File: src/rtl/fir_pkg.sv
// Shared types for the FIR sequencer: state encoding and default tap width.
package fir_pkg;

    localparam int W_WSP_DEF = 6;
    localparam int W_PROBKI  = 14;

    typedef enum logic [2:0] {
        IDLE,
        LOAD,
        CLR,
        MAC,
        STORE,
        NEXT,
        CHECK,
        DONE
    } state_t;

endpackage

File: src/rtl/fir_sterowanie.sv
// Sequencer for a time-multiplexed FIR: walks every tap once per output sample
// and steers the external sample counter, coefficient address and MAC.
module fir_sterowanie
    import fir_pkg::*;
#(
    parameter int W_WSP = W_WSP_DEF
) (
    input  logic                clk_b,
    input  logic                rst,
    input  logic                start,
    input  logic                stop,
    input  logic [W_PROBKI-1:0] ile_probek,
    input  logic [W_WSP-1:0]    ile_wsp,
    input  logic                licznik_full,
    output logic                FSM_zapisz_probki,
    output logic                FSM_reset_licznik,
    output logic                FSM_nowa_probka,
    output logic [W_WSP-1:0]    A_wsp_FIR,
    output logic                mac_clear,
    output logic                mac_en,
    output logic                zapisz_wynik,
    output logic                done,
    output logic                blad,
    output logic                busy
);

    state_t              state;
    state_t              nxt;
    logic [W_PROBKI-1:0] probki_q;
    logic [W_WSP-1:0]    wsp_q;
    logic [W_WSP-1:0]    wsp_last;
    logic [W_WSP-1:0]    a_nxt;
    logic                blad_nxt;
    logic                latch;

    assign wsp_last = wsp_q - W_WSP'(1);

    always_comb begin
        nxt      = state;
        blad_nxt = blad;
        latch    = 1'b0;
        unique case (state)
            IDLE: begin
                if (start && !stop) begin
                    latch    = 1'b1;
                    blad_nxt = 1'b0;
                    nxt      = LOAD;
                end
            end
            LOAD: begin
                if (probki_q == '0 || wsp_q == '0) begin
                    blad_nxt = 1'b1;
                    nxt      = DONE;
                end else begin
                    nxt = CLR;
                end
            end
            CLR:   nxt = MAC;
            MAC:   nxt = (A_wsp_FIR == wsp_last) ? STORE : MAC;
            STORE: nxt = NEXT;
            NEXT:  nxt = CHECK;
            CHECK: nxt = licznik_full ? DONE : CLR;
            DONE:  nxt = IDLE;
            default: nxt = IDLE;
        endcase
        if (stop && state != IDLE) begin
            nxt = IDLE;
        end
    end

    // Address only advances while staying in MAC, so it never passes wsp_last.
    always_comb begin
        a_nxt = '0;
        if (nxt == MAC && state == MAC) begin
            a_nxt = A_wsp_FIR + W_WSP'(1);
        end
    end

    always_ff @(posedge clk_b) begin
        if (rst) begin
            state             <= IDLE;
            probki_q          <= '0;
            wsp_q             <= '0;
            A_wsp_FIR         <= '0;
            blad              <= 1'b0;
            FSM_zapisz_probki <= 1'b0;
            FSM_reset_licznik <= 1'b0;
            FSM_nowa_probka   <= 1'b0;
            mac_clear         <= 1'b0;
            mac_en            <= 1'b0;
            zapisz_wynik      <= 1'b0;
            done              <= 1'b0;
            busy              <= 1'b0;
        end else begin
            state     <= nxt;
            A_wsp_FIR <= a_nxt;
            blad      <= blad_nxt;
            if (latch) begin
                probki_q <= ile_probek;
                wsp_q    <= ile_wsp;
            end
            // Strobes decoded from the next state so they align with it.
            FSM_zapisz_probki <= (nxt == LOAD);
            FSM_reset_licznik <= (nxt == LOAD);
            mac_clear         <= (nxt == CLR);
            mac_en            <= (nxt == MAC);
            zapisz_wynik      <= (nxt == STORE);
            FSM_nowa_probka   <= (nxt == NEXT);
            done              <= (nxt == DONE);
            busy              <= (nxt != IDLE);
        end
    end

endmodule

File: config.mk
export PLATFORM = sky130hd
export DESIGN_NAME = fir_sterowanie
export DESIGN_NICKNAME = d
export VERILOG_FILES = /design/src/rtl/fir_pkg.sv /design/src/rtl/fir_sterowanie.sv
export SDC_FILE = /design/constraint.sdc
export NUM_CORES = 1
export LEC_CHECK = 0
export BUFFER_PORTS_ARGS = -buffer_cell sky130_fd_sc_hd__buf_2
export CORE_ASPECT_RATIO = 1.25
export CORE_MARGIN = 5
export CORE_UTILIZATION = 50
export DETAILED_ROUTE_END_ITERATION = 8
export PLACE_DENSITY_LB_ADDON = 0.05
export SYNTH_ARGS = -nofsm -noshare
export SYNTH_HDL_FRONTEND = slang
export SYNTH_SLANG_ARGS = --single-unit
File: constraint.sdc
create_clock -name clk_b -period 5.27 [get_ports clk_b]
set_input_delay 0.2635 -clock clk_b [delete_from_list [all_inputs] [get_ports clk_b]]
set_output_delay 0.2635 -clock clk_b [all_outputs]
set_load 0.01 [all_outputs]
==> results by group, run 1 <==
Global routing
  – Number of global-route vias before repair: about 1400
  – Antenna violations before repair: 0
  – Largest net degree at the start of global routing: 27
  – GRT overflow: 0
  – Met2 Usage GRT: 0.289
  – First-pass GRT wire length: 5660 um
  – Met3 GRT Util: 0.0446
  – GRT met1 Usage: 0.183
  – Total track usage: 0.163
  – Top Usage Layer GRT: met2

Detailed routing
  – Routed WL per cell: between 10 and 15 um
  – Via count: about 1400
  – DR iter-0 viols: 50
  – First-pass detailed-route iteration total: 4
  – Post-DRT Antenna Nets: 0
  – Vias per std cell: between 5 and 6
  – DR DRC count: 0
  – WL final: ~3400 um

Cells and area
  – Nets: ~250
  – Share of cells above drive strength 1: 0.283
  – Area Overhead vs Synth: 18.5%
  – Post-route insts no fill: 263
  – Fill cells: 290
  – ANT cells: 0

Min path
  – Hold Path Sink: probki_q[2]
  – Hold Path Cell Cnt: 3
  – HP Class: input port to flop
  – Hold Startpoint: ile_probek[2]

Critical path
  – Critical Setup Path Class: flop to flop
  – CP Launch Type: flop
  – Critical Path Fanout Max: 21
  – CP peak stage delay: around 1.0 ns
  – CP endpoint kind: flop
  – Delay-heaviest family, CP: simple AND/OR/NAND/NOR gates
  – Worst Path Arrival: roughly 2.4 ns
  – Reg2reg setup slack: between 3 and 4 ns
  – Total stage count of the critical path: 4
  – Cells along the critical path: nor3_1 > nor3b_2 > nand2_1 > a21oi_1
  – FF-to-FF path depth: 4
  – Reg2reg start: state[1]
  – Crit path max-delay cell type: nor3b_2
  – Crit path buf inv count: 0
  – Worst R2R End: probki_q[1]
  – Worst path required time: 5.49 ns

Pwr
  – Power Internal: between 0.0004 and 0.0005 W
  – Clock group share of total power: 0.405
  – Overall Power: approximately 0.00063 W
  – Lkg Pwr: about 0.82 nW
  – Sw frac: 0.242
  – Power per cell area: 317 mW/mm^2
  – Comb power frac: 0.121
  – Max IR drop VDD: about 270 uV
  – Switch Pwr: 0.000152 W
  – Sequential share of power: 0.474

Placement
  – Post-Place Cells: ~260
  – DP HPWL: approximately 2600 um
  – RePlAce Congestion: ~0.74
  – Input/output buffers: 39

Synthesis
  – Register area share after synthesis: 0.443
  – Synth area leaders: dfxtp_1, nand2_1, a21oi_1
  – Most frequent cells after synthesis: nand2_1, dfxtp_1, a21oi_1
  – Main combinational cell family by area after synthesis: simple AND/OR/NAND/NOR gates
  – Primary FF master, synth: dfxtp_1
  – FF+latch count, synth: 37
  – Syn_nets: about 220
  – Post-synthesis mux area share: 0
  – Yosys cell types: 38
  – Area fraction in compound gates after synthesis: 0.182
  – Post-Synth Adder-Cell Area: 0.0224
  – Async set-or-reset flop fraction in the synthesized netlist: 0
  – Count of flip-flops with a built-in enable after synthesis: 0
  – Synth Instances: 190
  – Most numerous cell in the Yosys netlist: nand2_1
  – Post-Synth XOR/XNOR Area: 0.0673
  – Synth Area in Simple Gates: 0.238
  – Mapped Avg Cell Area: between 8 and 9 sq um
  – Leading area contributor after synthesis: dfxtp_1
  – Top cell type's share of synthesized area: 0.443
  – Ys Warns: 0
  – Synth Cell Area: between 0.0015 and 0.002 sq mm

Floorplanning
  – Die width: roughly 62 um
  – Num rows: 23
  – Starting density of the core: 0.519
  – Core box area: roughly 0.0032 sq mm
  – Die Y: between 70 and 80 um
  – Die area: 0.00461 sq mm
  – Top Ports: 40

Timing
  – Fin crit period: between 2 and 2.5 ns
  – Fin Setup TNS: 0 ns
  – Count of final setup violators: 0
  – Final Max Slew Viols: 0
  – Post-route clock period utilization: 0.410
  – RSZ-0062 raised after global routing: no
  – FMAX: approximately 460 MHz
  – Worst-Margin Slew: roughly 1.2 ns
  – Max-slew headroom: 0.215
  – Final Hold Vio Count: 0
  – Worst Skew: 0.00659 ns

CTS
  – Clock Latency Late Sink: slightly below 0.3 ns
  – Root buffer cell: clkbuf_8
  – CTS buffer count: 5
  – # resized after CTS: 0
  – Hold_buf cts: 0
  – Maximum buffer depth of the clock tree: 2
  – H-tree levels: 2
  – CTS Sinks: 37
  – CTS tree: done
  – Post-CTS Setup Inserts: 0
  – Clock transition at path regs: ~0.07 ns

Outcome
  – Run status: completed

Run
  – Max cap viols: 0
==> kinds of logic (layout without fill, tap and decap cells) <==
group	after synthesis	after routing
XOR/XNOR	12	12
adder cells (fa/ha/maj)	3	3
AND/OR/NAND/NOR	84	84
buffers and inverters	17	53
AO/OA/AOI/OAI	37	37
flip-flops	37	37
==> routing by layer <==
layer / routed length [um] / up-vias
li1: - / 708
met1: 1380 / 634
met2: 1790 / 38
met3: 198 / 7
met4: 60 / 0
met5: 0 / -
==> worst max path at each step <==
stage,slack [ns],endpoint,start
2_1_floorplan,3.31,FSM_reset_licznik,wsp_q[0]
3_3_place_gp,3.15,FSM_reset_licznik,wsp_q[0]
3_5_place_dp,3.07,probki_q[1],state[1]
4_1_cts,3.08,probki_q[1],state[1]
5_1_grt,2.84,probki_q[5],state[1]
6_report,3.11,probki_q[1],state[1]
==> state kept, by name, summed over array words and instances (netlist names) <==
register,cells
state,3
mac_clear,1
probki_q,14
wsp_q,6
blad,1
zapisz_wynik,1
done,1
A_wsp_FIR,6
FSM_reset_licznik,1
FSM_nowa_probka,1
busy,1
mac_en,1
==> layout by cell type, fill, tap and decap left out, types with 4 or more instances in the layout <==
| cell type | Yosys | final |
|---|---|---|
| xor2_1 | 7 | 7 |
| dfxtp_1 | 37 | 37 |
| inv_1 | 6 | 6 |
| nand2_1 | 43 | 43 |
| nor4_1 | 5 | 5 |
| nand3_1 | 5 | 5 |
| clkbuf_8 | 0 | 6 |
| buf_2 | 2 | 39 |
| nor3_1 | 7 | 7 |
| xnor2_1 | 4 | 4 |
| nor2_1 | 13 | 13 |
| a21oi_1 | 21 | 21 |
==> worst register-to-register path, stage by stage (launching register included) <==
cell,delay (ns)
dfxtp_1,0.40
nor3_1,0.38
nor3b_2,1.01
nand2_1,0.14
a21oi_1,0.17
==> power by group through the flow <==
| stage | Sequential, W | Clock, W | Combinational (W) |
|---|---|---|---|
| floorplan | 0.000303 | 0 | 0.0000576 |
| global placement | 0.000304 | 0 | 0.0000747 |
| detailed placement | 0.000305 | 0 | 0.0000771 |
| CTS | 0.000298 | 0.000261 | 0.0000773 |
| global route | 0.000299 | 0.000274 | 0.0000843 |
| finish | 0.000298 | 0.000254 | 0.0000764 |
==> metrics by stage <==
step	utilization	area, sq um	hold WS [ns]	setup WS (ns)
after global routing	0.615	1980	0.191	2.84
after detailed placement	0.578	1860	0.449	3.07
after CTS	0.615	1980	0.194	3.08
after floorplan	-	1670	0.343	3.31
after global placement	0.578	1860	0.443	3.15
final	0.615	1980	0.202	3.11
==> layout make-up <==
type                       count  area [sq um]  share of cell area
multi-input combinational    136           858               0.433
sequential                    37           741               0.374
clock inverter                 2          37.5              0.0189
timing repair buffer          39           195              0.0984
tap                           37          46.3              0.0233
inverter                       6          22.5              0.0114
clock buffer                   6          82.6              0.0416
(Power assumes the default switching activity.)
==> run 2, diff against run 1 <==
Clock period 5.27 ns to 2.2 ns, I/O delays scaled along.
==> results by group, run 2 (synthesized netlist as in run 1, its figures left out) <==
Floorplanning
  – Die area: 0.00461 sq mm (unchanged)
  – Die Y: 74.7 um (unchanged)
  – Core box area: 0.00322 sq mm (unchanged)
  – Top Ports: 40 (unchanged)
  – Die width: 61.7 um (unchanged)
  – Starting density of the core: 0.519 (unchanged)
  – Num rows: 23 (unchanged)

Pwr
  – Sequential share of power: 0.528 (was 0.474)
  – Sw frac: 0.264 (was 0.242)
  – Power per cell area: 687 mW/mm^2 (was 317 mW/mm^2)
  – Clock group share of total power: 0.336 (was 0.405)
  – Comb power frac: 0.136 (was 0.121)
  – Switch Pwr: 0.000358 W (was 0.000152 W)
  – Lkg Pwr: 0.827 nW (was 0.825 nW)
  – Power Internal: 0.000996 W (was 0.000477 W)
  – Max IR drop VDD: 481 uV (was 269 uV)

Cells and area
  – ANT cells: 0 (unchanged)
  – Footprint of the multi-input gates: 858 sq um (unchanged)
  – Fill cells: 311 (was 290)
  – Final Util: 0.611 (was 0.615)
  – FF/Latch Area: 742 sq um (was 741 sq um)
  – Biggest register: probki_q (unchanged)
  – Nets: 256 (was 253)
  – Commonest cells after routing, fill and taps aside: nand2_1, buf_2, dfxtp_1, a21oi_1, nor2_1 (unchanged)
  – Area Overhead vs Synth: 17.7% (was 18.5%)
  – Commonest non-fill, non-tap cell in the layout: nand2_1 (unchanged)
  – Post-route insts no fill: 266 (was 263)
  – Max FFs per register: 14 (unchanged)
  – Share of cells above drive strength 1: 0.293 (was 0.283)
  – Biggest regs: probki_q x14, A_wsp_FIR x6, wsp_q x6 (unchanged)

Global routing
  – First-pass GRT wire length: 5520 um (was 5660 um)
  – GRT overflow: 0 (unchanged)
  – Largest net degree at the start of global routing: 27 (unchanged)
  – Number of global-route vias before repair: 1329 (was 1365)
  – Total track usage: 0.161 (was 0.163)
  – Antenna violations before repair: 0 (unchanged)

Timing
  – Fin Setup TNS: 0 ns (unchanged)
  – Worst hold margin: 0.0472 ns (was 0.202 ns)
  – FMAX: 490 MHz (was 463 MHz)
  – Worst-Margin Slew: 0.559 ns (was 1.17 ns)
  – Count of final setup violators: 0 (unchanged)
  – Worst Skew: 0.00716 ns (was 0.00659 ns)
  – RSZ-0062 raised after global routing: no (unchanged)
  – Final Hold Vio Count: 0 (unchanged)
  – Final Max Slew Viols: 0 (unchanged)
  – Post-route clock period utilization: 0.929 (was 0.410)
  – Max-slew headroom: 0.624 (was 0.215)
  – Fin crit period: 2.04 ns (was 2.16 ns)

Placement
  – Input/output buffers: 39 (unchanged)
  – RePlAce Congestion: 0.778 (was 0.738)
  – DP HPWL: 2540 um (was 2580 um)
  – Post-Place Cells: 258 (was 255)

Critical path
  – Crit path buf inv count: 1 (was 0)
  – Worst Path Arrival: 2.21 ns (was 2.38 ns)
  – Crit path max-delay cell type: dfxtp_2 (was nor3b_2)
  – Cells along the critical path: inv_1 > ha_1 > o21ba_1 > a221oi_2 > a41oi_2 > nor3_1 > o21ba_2 > nor4_1 (was nor3_1 > nor3b_2 > nand2_1 > a21oi_1)
  – Worst R2R End: mac_clear (was probki_q[1])
  – CP Launch Type: flop (unchanged)
  – CP peak stage delay: 0.36 ns (was 1.01 ns)
  – Delay-heaviest family, CP: compound AO/OA/AOI/OAI gates (was simple AND/OR/NAND/NOR gates)
  – Critical Path Fanout Max: 4 (was 21)
  – Reg2reg start: wsp_q[0] (was state[1])
  – Reg2reg setup slack: 0.16 ns (was 3.11 ns)
  – Critical Setup Path Class: flop to flop (unchanged)
  – Worst path required time: 2.36 ns (was 5.49 ns)
  – FF-to-FF path depth: 8 (was 4)
  – CP endpoint kind: flop (unchanged)
  – Crit. Startpoint: wsp_q[0] (was state[1])

CTS
  – Hold_buf cts: 0 (unchanged)
  – H-tree levels: 2 (unchanged)
  – CTS tree: done (unchanged)
  – Clock Latency Late Sink: 0.29 ns (about the same)
  – Maximum buffer depth of the clock tree: 2 (unchanged)
  – Root buffer cell: clkbuf_8 (unchanged)
  – Clock transition at path regs: 0.07 ns (about the same)
  – CTS buffer count: 5 (unchanged)
  – CTS Sinks: 37 (unchanged)

Min path
  – Hold Path Cell Cnt: 3 (unchanged)
  – Hold Path Sink: probki_q[3] (was probki_q[2])
  – HP Class: input port to flop (unchanged)
  – Hold Startpoint: ile_probek[3] (was ile_probek[2])

Run
  – Max cap viols: 0 (unchanged)

Detailed routing
  – Via count: 1392 (was 1387)
  – Vias per std cell: 5.23 (was 5.27)
  – First-pass detailed-route iteration total: 4 (unchanged)
  – WL final: 3390 um (was 3440 um)
  – Routed WL per cell: 12.7 um (was 13.1 um)
  – Post-DRT Antenna Nets: 0 (unchanged)
  – DR DRC count: 0 (unchanged)
  – DR iter-0 viols: 37 (was 50)

Outcome
  – Run status: completed (unchanged)
## run 2: area by class of cell
type / count / area share
Multi-Input combinational cell: 136 / 0.436
Sequential cell: 37 / 0.377
Tap cell: 37 / 0.0235
Clock buffer: 6 / 0.0368
Clock inverter: 2 / 0.00508
Inverter: 6 / 0.0114
Timing Repair Buffer: 42 / 0.111
## run 2: what timing repair did
item	CTS	global route
gates resized for setup	0	1
endpoints found under the setup margin	0	3
setup buffers	0	0
## run 2: per-stage QoR
stage          worst slack, ns  power, W  instance area [sq um]
2_1_floorplan            0.236  0.000864                   1670
3_3_place_gp             0.248  0.000911                   1890
3_5_place_dp             0.120  0.000916                   1890
4_1_cts                 0.0940   0.00137                   1970
5_1_grt                 0.0340   0.00141                   1970
6_report                 0.157   0.00135                   1970
## run 2: worst max-delay path by stage
| stage | to | slack, ns | cells after the start |
|---|---|---|---|
| after floorplan | FSM_reset_licznik | 0.24 | 8 |
| after global placement | mac_clear | 0.25 | 8 |
| after detailed placement | mac_clear | 0.12 | 8 |
| after CTS | mac_clear | 0.09 | 8 |
| after global routing | mac_en | 0.03 | 8 |
| final | mac_clear | 0.16 | 8 |
## run 2: power groups by stage
stage | clock [W] | sequential [W] | combinational (W)
2_1_floorplan | 0 | 0.000726 | 0.000138
3_3_place_gp | 0 | 0.000729 | 0.000182
3_5_place_dp | 0 | 0.000730 | 0.000186
4_1_cts | 0.000468 | 0.000714 | 0.000187
5_1_grt | 0.000485 | 0.000718 | 0.000203
6_report | 0.000454 | 0.000715 | 0.000185
## run 2: routing by layer
| metal | vias to the layer above | track usage | wire length, um |
|---|---|---|---|
| met1 | 638 | 0.174 | 1390 |
| met5 | - | 0 | 0 |
| met3 | 8 | 0.0377 | 194 |
| met2 | 31 | 0.275 | 1730 |
| li1 | 715 | - | - |
| met4 | 0 | 0.101 | 74 |
## run 2: worst register-to-register path, stage by stage, from the launching register on
cell and delay [ns]:
dfxtp_2 0.36, inv_1 0.08, ha_1 0.26, o21ba_1 0.20
a221oi_2 0.28, a41oi_2 0.11, nor3_1 0.34, o21ba_2 0.22
nor4_1 0.05
==> run 3, diff against run 2 <==
Settings changed: CORE_MARGIN 5 to 2, SETUP_SLACK_MARGIN from default to 0.2.
==> results by group, run 3 (synthesized netlist as in run 1, its figures left out) <==
Detailed routing
  – WL met2: 1920 um (was 1730 um)
  – Metal1 wirelength: 1410 um (was 1390 um)
  – Post-DRT Antenna Nets: 0 (unchanged)
  – DR DRC count: 0 (unchanged)
  – Routed WL per cell: 13.3 um (was 12.7 um)
  – Met3 Wirelength: 182 um (was 194 um)
  – First-pass detailed-route iteration total: 4 (unchanged)
  – DR iter-0 viols: 48 (was 37)
  – WL final: 3530 um (was 3390 um)
  – Max layer used: met4 (unchanged)
  – Via count: 1415 (was 1392)
  – Vias per std cell: 5.32 (was 5.23)

Run
  – Max cap viols: 0 (unchanged)

Timing
  – Fin crit period: 1.89 ns (was 2.04 ns)
  – Post-route clock period utilization: 0.858 (was 0.929)
  – Final Hold Vio Count: 0 (unchanged)
  – Final Max Slew Viols: 0 (unchanged)
  – Count of final setup violators: 0 (unchanged)
  – RSZ-0062 raised after global routing: no (unchanged)
  – Max-slew headroom: 0.600 (was 0.624)
  – Worst-Margin Slew: 0.594 ns (was 0.559 ns)
  – Worst hold margin: 0.0568 ns (was 0.0472 ns)
  – Setup WS post-layout: 0.311 ns (was 0.157 ns)
  – Fin Setup TNS: 0 ns (unchanged)
  – Worst Skew: 0.00504 ns (was 0.00716 ns)
  – FMAX: 530 MHz (was 490 MHz)

CTS
  – H-tree levels: 2 (unchanged)
  – Clock transition at path regs: 0.07 ns (about the same)
  – Maximum buffer depth of the clock tree: 2 (unchanged)
  – CTS tree: done (unchanged)
  – Clock Latency Late Sink: 0.28 ns (was 0.29 ns)
  – CTS buffer count: 5 (unchanged)
  – Root buffer cell: clkbuf_8 (unchanged)
  – CTS Sinks: 37 (unchanged)
  – Hold_buf cts: 0 (unchanged)

Min path
  – HP Class: input port to flop (unchanged)

Critical path
  – Worst path required time: 2.39 ns (was 2.36 ns)
  – Critical Path Fanout Max: 3 (was 4)
  – Critical Setup Path Class: flop to flop (unchanged)
  – Reg2reg start: probki_q[0] (was wsp_q[0])
  – Reg2reg setup slack: 0.31 ns (was 0.16 ns)
  – CP Launch Type: flop (unchanged)
  – Worst Path Arrival: 2.08 ns (was 2.21 ns)
  – Cells along the critical path: nor4_2 > nand4_1 > a2111oi_4 > nor2_2 > a21oi_2 > nor4b_2 (was inv_1 > ha_1 > o21ba_1 > a221oi_2 > a41oi_2 > nor3_1 > o21ba_2 > nor4_1)
  – CP endpoint kind: flop (unchanged)
  – FF-to-FF path depth: 6 (was 8)
  – Crit path to: mac_en (was mac_clear)
  – Crit. Startpoint: probki_q[0] (was wsp_q[0])
  – Worst R2R End: mac_en (was mac_clear)
  – Crit path max-delay cell type: a2111oi_4 (was dfxtp_2)
  – CP peak stage delay: 0.45 ns (was 0.36 ns)

Global routing
  – Antenna violations before repair: 0 (unchanged)
  – Number of global-route vias before repair: 1387 (was 1329)
  – GRT overflow: 0 (unchanged)
  – First-pass GRT wire length: 5970 um (was 5520 um)
  – Total track usage: 0.202 (was 0.161)
  – Largest net degree at the start of global routing: 27 (unchanged)

Placement
  – DP HPWL: 2530 um (was 2540 um)
  – DP Worst Slack: 0.100 ns (was 0.120 ns)
  – Input/output buffers: 39 (unchanged)
  – RePlAce Congestion: 0.841 (was 0.778)

Pwr
  – Power per cell area: 681 mW/mm^2 (was 687 mW/mm^2)
  – Lkg Pwr: 0.855 nW (was 0.827 nW)
  – Max IR drop VDD: 466 uV (was 481 uV)
  – Overall Power: 0.00138 W (was 0.00135 W)

Cells and area
  – FF/Latch Area: 746 sq um (was 742 sq um)
  – Biggest regs: probki_q x14, A_wsp_FIR x6, wsp_q x6 (unchanged)
  – Footprint of the multi-input gates: 908 sq um (was 858 sq um)
  – Nets: 257 (was 256)
  – Fill cells: 289 (was 311)
  – Biggest register: probki_q (unchanged)
  – Commonest cells after routing, fill and taps aside: nand2_1, buf_2, dfxtp_1, a21oi_1, nor2_1 (unchanged)
  – Max FFs per register: 14 (unchanged)
  – Final Util: 0.637 (was 0.611)
  – Commonest non-fill, non-tap cell in the layout: nand2_1 (unchanged)
  – Area Overhead vs Synth: 21.6% (was 17.7%)
  – ANT cells: 0 (unchanged)
  – Share of cells above drive strength 1: 0.332 (was 0.293)

Floorplanning
  – Starting density of the core: 0.524 (was 0.519)
  – Die Y: 68.7 um (was 74.7 um)
  – Die area: 0.00383 sq mm (was 0.00461 sq mm)
  – Num rows: 23 (unchanged)
  – Top Ports: 40 (unchanged)
  – Die width: 55.7 um (was 61.7 um)
  – Core box area: 0.00319 sq mm (was 0.00322 sq mm)

Outcome
  – Run status: completed (unchanged)
-- run 3: changes by cell type in the layout (fill, tap and decap cells not counted), sizes merged --
cell | previous run | this run
buf | 42 | 43
clkbuf | 6 | 7
clkinv | 2 | 0
-- run 3: layout make-up --
class / instances / area share
repair buffers: 43 / 0.111
multi-input cells: 136 / 0.446
well taps: 37 / 0.0228
clock buffers: 7 / 0.0424
flip-flops and latches: 37 / 0.367
inverters: 6 / 0.0111
-- run 3: how the worst min path moves through the flow --
stage,slack [ns],to,cells past startpoint,from
after floorplan,0.19,state[2],1,stop
after global placement,0.35,probki_q[13],3,ile_probek[13]
after detailed placement,0.35,probki_q[8],3,ile_probek[8]
after CTS,0.05,probki_q[8],3,ile_probek[8]
after global routing,0.06,wsp_q[3],3,ile_wsp[3]
final,0.06,probki_q[8],3,ile_probek[8]
-- run 3: timing repair --
item                       4_1_cts  5_1_grt
setup buffers                    0        1
gates resized for setup          2       11
setup endpoints to repair        4       12
pin swaps                        0        5
-- run 3: per-stage QoR --
step / area (sq um) / instances
after detailed placement: 1890 / 258
after floorplan: 1670 / 190
after global routing: 2030 / 266
after global placement: 1890 / 258
final: 2030 / 266
after CTS: 1980 / 265
-- run 3: power by group --
| group | switching (W) | internal, W |
|---|---|---|
| clock | 0.000219 | 0.000248 |
| combinational | 0.000110 | 0.0000894 |
| sequential | 0.0000228 | 0.000695 |
-- run 3: metal layers --
layer	GRT usage	vias to the layer above
met5	0	-
met4	0.0671	0
met3	0.0560	2
met2	0.381	41
met1	0.220	657
li1	-	715
-- run 3: worst max-delay path: cells and delay by family (launching register included) --
family / cells / cell delay [ns]
and+or+nand+nor: 4 / 0.85
AOI/OAI and AO/OA: 2 / 0.62
DFF: 1 / 0.32
